`config.mk`:
```
export PLATFORM = sky130hd
export DESIGN_NAME = half_adder
export DESIGN_NICKNAME = d
export VERILOG_FILES = /design/src/rtl/half_adder_pkg.sv /design/src/rtl/half_adder_cell.sv /design/src/rtl/half_adder.sv
export SDC_FILE = /design/constraint.sdc
export NUM_CORES = 1
export LEC_CHECK = 0
export ABC_AREA = 1
export BUFFER_PORTS_ARGS = -buffer_cell sky130_fd_sc_hd__buf_4
export CAP_MARGIN = 20
export CORE_AREA = 5 5 42 44
export DETAILED_ROUTE_END_ITERATION = 10
export DIE_AREA = 0 0 47 49
export PLACE_DENSITY_LB_ADDON = 0.2
export SETUP_SLACK_MARGIN = 0.3
export SLEW_MARGIN = 20
export SYNTH_ARGS = -nofsm -noshare
export SYNTH_HDL_FRONTEND = slang
export SYNTH_HIERARCHICAL = 1
export SYNTH_SLANG_ARGS = --single-unit
```
`constraint.sdc`:
```
create_clock -name clk -period 1 [get_ports clk]
set_input_delay 0 -clock clk [delete_from_list [all_inputs] [get_ports clk]]
set_output_delay 0 -clock clk [all_outputs]
set_load 0.05 [all_outputs]
```
`src/rtl/half_adder_pkg.sv`:
```
// Shared constants and the popcount helper for the registered half adder.
package half_adder_pkg;

  localparam int              HA_WIDTH_DEFAULT = 1;
  localparam int              HA_COUNT_W       = 16;
  localparam logic [15:0]     HA_COUNT_MAX     = 16'hFFFF;

  function automatic logic [6:0] ha_popcount(input logic [63:0] v);
    logic [6:0] n;
    n = '0;
    for (int i = 0; i < 64; i++) begin
      n = n + {6'd0, v[i]};
    end
    return n;
  endfunction

endpackage

```
`src/rtl/half_adder_cell.sv`:
```
// One-bit combinational half adder cell.
module half_adder_cell (
  input  logic a,
  input  logic b,
  output logic sum,
  output logic carry
);

  assign sum   = a ^ b;
  assign carry = a & b;

endmodule

```
`src/rtl/half_adder.sv`:
```
// Registered WIDTH-lane half adder with valid flag.
// Optional saturating carry-bit counter enabled by macro HALF_ADDER_COUNT_EN.
module half_adder
  import half_adder_pkg::*;
#(
  parameter int WIDTH = HA_WIDTH_DEFAULT
) (
  input  logic             clk,
  input  logic             rst,
  output logic [WIDTH-1:0] sum,
  output logic [WIDTH-1:0] carry,
  output logic             out_valid,
  input  logic [WIDTH-1:0] a,
  input  logic [WIDTH-1:0] b,
  input  logic             in_valid
`ifdef HALF_ADDER_COUNT_EN
  ,
  output logic [HA_COUNT_W-1:0] carry_count
`endif
);

  logic [WIDTH-1:0] sum_next;
  logic [WIDTH-1:0] carry_next;

  for (genvar i = 0; i < WIDTH; i++) begin : g_lane
    half_adder_cell u_cell (
      .a     (a[i]),
      .b     (b[i]),
      .sum   (sum_next[i]),
      .carry (carry_next[i])
    );
  end

  // Result registers only load on accepted operands, so X on idle inputs never reaches them.
  always_ff @(posedge clk) begin
    if (rst) begin
      sum       <= '0;
      carry     <= '0;
      out_valid <= 1'b0;
    end else begin
      out_valid <= in_valid;
      if (in_valid) begin
        sum   <= sum_next;
        carry <= carry_next;
      end
    end
  end

`ifdef HALF_ADDER_COUNT_EN
  logic [6:0]          carry_bits;
  logic [HA_COUNT_W:0] count_wide;

  assign carry_bits = ha_popcount(64'(carry_next));
  assign count_wide = {1'b0, carry_count} + {{(HA_COUNT_W-6){1'b0}}, carry_bits};

  always_ff @(posedge clk) begin
    if (rst) begin
      carry_count <= '0;
    end else if (in_valid) begin
      if (count_wide > {1'b0, HA_COUNT_MAX}) begin
        carry_count <= HA_COUNT_MAX;
      end else begin
        carry_count <= count_wide[HA_COUNT_W-1:0];
      end
    end
  end
`endif

endmodule

```
==> results.env <==
REPORT.FINAL.SLEW_VIOL_COUNT=0
SYNTH_SEQ_AREA_SHARE=0.495
YOSYS_MOST_USED_DFF='dfxtp_1'
SYNTH_WARNINGS=6
SYNTH-ASYNC-RESET-RATIO=0
SYN_TO_FINAL_GROWTH_PCT=111
NUM_VIAS=131
FLOORPLAN.CORE_AREA_SQ_UM=1400
CLK-INSERTION-DELAY-LATE_NS=0.23
CLK_TRANSITION_REPORTED_PATHS_NS=0.04
NUMCTSBUFFERS=3
CP_DATA_REQUIRED_TIME_NS=1.00
CRITICAL_PATH_ARRIVAL_NS=0.72
CTS_TREE='built'
TIMING.CRITICAL_PATH.SLOWEST_STAGE_CELL='dfxtp_2'
SYNTH_FP_NETS=23
MAXIMUM_BUFFER_DEPTH_OF_THE_CLOCK_TREE=2
SYNTHDOMINANTCELLAREASHARE=0.495
PLACED_CELLS_INCL_TAPS=40
POST_CTS_BUFFERS=0
CTS.ROOT.BUFFER_CELL='clkbuf_4'
WORST_PIN_SLEW_NS=0.0747
FIN_TOTAL_PWR_mW=0.432
POSTLAYOUTCELLAREA_SQ_UM=256
TOTAL_DIE_AREA_SQ_UM=2300
SETUP_VIOL_COUNT_FINAL=0
CRIT_CHAIN='buf_8'
DIE_WIDTH_MICRONS=47
CRITICAL_PATH_STARTPOINT_CATEGORY='register'
VIA_COUNT_OF_THE_FIRST_GLOBAL_ROUTING_PASS=144
FINAL.PERIOD_UTILIZATION=0.717
IO_PINS=8
REGISTER_AREA_SQ_UM=63.8
PLACE_AREA_SQ_UM=196
P_PER_AREA_nW_PER_UM2=1690
NETS=36
ROUTABILITYCONGESTION=0.716
FP.DIEH_MICRONS=49
FINALCLOCKSKEW_NS=0
YOSYS.AREA.TOP_TYPE='dfxtp_1'
DRT-VIAS-PER-INSTANCE=2.91
MAX_CAP_VIOLATIONS=0
TIMING.CRITICAL_PATH.SLOWEST_CELL_DELAY_NS=0.34
MOST_INSTANTIATED_LIBRARY_CELL_AFTER_SYNTHESIS='nor2_1'
STD_CELL_ROWS=14
MAXCLOCKFREQUENCY_MHz=1400
FIN_WORST_HOLD_SLACK_NS=0.0130
INSERTEDDIODECOUNT=0
WORSTSETUPENDPOINTTYPE='output pin'
FINALSETUPTNS_NS=0
POST-ROUTE-DRC-COUNT=0
LAYOUT.FILLER_CELLS=173
FINALHOLDVIOLCOUNT=0
HTREE_LEVELS=1
ANT_NETS=0
ANTENNA_FOUND_INITIAL=0
STDCELL_COUNT=45
STATIC-LEAKAGE-POWER_nW=0.133
SYNTH.DISTINCT_CELLS=5
CLOCK_SINKS=3
GRT_PASS1_WL_MICRONS=510
ROUTED_WIRE_LENGTH_PER_INSTANCE_MICRONS=6.07
GRT_START_MAX_NET_PINS=6
MIN-DELAY-PATH-CLASS='input port to register'
CRITPATHBUFINV=1
LAYOUT-DRIVE-GT1-SHARE=0.483
GLOBALROUTEOVERFLOWTOTAL=0
FINAL_WL_MICRONS=273
DP.FINAL_HPWL_MICRONS=232
FIN_CRIT_NS=0.717
POST_SYNTH_INSTANCE_AREA_SQ_UM=121
DRT_FIRST_ITER_VIOLATIONS=2
SYN-MEAN-INSTANCE-AREA_SQ_UM=7.14
MOST_AREA_CONSUMING_CELLS_AFTER_SYNTHESIS='dfxtp_1 49%, nor2_1 15%, inv_1 12%'
SYNTH_ENABLE_FLOP_CELLS=0
DR.PASS1.ITERS=2
START_UTIL=0.0866
MULTI_INPUT_COMB_AREA_SQ_UM=46.3
SYNTH.TOP_CELLS.BY_COUNT='5 x nor2_1, 4 x inv_1, 4 x nand2_1'
GRT_SETUP_UNREPAIRED='true'
CRITICAL_PATH_CLASS='register to output pin'
SYNTHESIZED_FLOP_AND_LATCH_TOTAL=3
CRIT_FANOUT=2
PATH_DELAY_FAMILY='flip-flops'
STATUS='completed'
IO_BUFFER_COUNT=7
NETLIST_INSTANCES=17
WORST_SLEW_MARGIN_REL=0.950
VDD.IR_DROP.WORST_uV=373
GRT_USE_TOTAL=0.0372
-- per-stage QoR --
| step | util | worst slack (ns) |
|---|---|---|
| 2_1_floorplan | - | 0.301 |
| 3_3_place_gp | 0.140 | 0.318 |
| 3_5_place_dp | 0.140 | 0.322 |
| 4_1_cts | 0.180 | 0.271 |
| 5_1_grt | 0.183 | 0.252 |
| 6_report | 0.183 | 0.283 |
-- sequential cells by signal, indices dropped and copies added (netlist names) --
signal and flops:
sum 1, carry 1, out_valid 1
-- timing repair --
action	in CTS	in global routing
gates resized for setup	6	2
setup endpoints to repair	3	5
hold buffers	1	0
hold endpoints to repair	1	0
cloned	0	0
pin swaps	0	0
-- final timing paths --
| kind | start | to | slack (ns) | cells past startpoint |
|---|---|---|---|---|
| setup / recovery | sum | sum | 0.28 | 1 |
| hold / removal | in_valid | out_valid | 0.01 | 3 |
| setup reg to reg | carry | carry | 0.43 | 2 |
| hold reg to reg | sum | sum | 0.49 | 2 |
-- final cells by class --
cell class | count | share of cell area
inverters | 4 | 0.0585
multi-input cells | 10 | 0.180
flip-flops and latches | 3 | 0.249
well taps | 16 | 0.0780
repair buffers | 8 | 0.332
clock buffers | 4 | 0.102
-- logic make-up after synthesis --
logic type    count (synthesis)  synth area share
simple gates                  9             0.278
buf+inv                       4             0.124
flops                         3             0.495
fa+ha+maj                     1             0.103
-- cell usage in the layout, fill, tap and decap left out --
cell type | Yosys | final
nor2_1 | 5 | 5
nand2_1 | 4 | 4
buf_4 | 0 | 4
inv_1 | 4 | 3
dfxtp_2 | 0 | 3
clkbuf_4 | 0 | 3
buf_8 | 0 | 3
inv_2 | 0 | 1
clkbuf_1 | 0 | 1
ha_1 | 1 | 1
dlygate4sd3_1 | 0 | 1
-- report_power, final --
part | total (mW) | switching (mW) | leakage, nW | internal [mW]
clock | 0.210 | 0.0605 | 0.0150 | 0.149
sequential | 0.136 | 0.00635 | 0.0258 | 0.130
combinational | 0.0862 | 0.0453 | 0.0922 | 0.0410
total | 0.432 | 0.112 | 0.133 | 0.320
-- per-layer routing --
metal | up-vias | wire length, microns | global-route usage
met5 | - | 0 | 0
met4 | 0 | 0 | 0.0829
met3 | 0 | 28 | 0.0148
met2 | 5 | 143 | 0.0385
met1 | 55 | 101 | 0.0306
li1 | 71 | - | -
No activity file was read; power rests on OpenSTA's default activity.
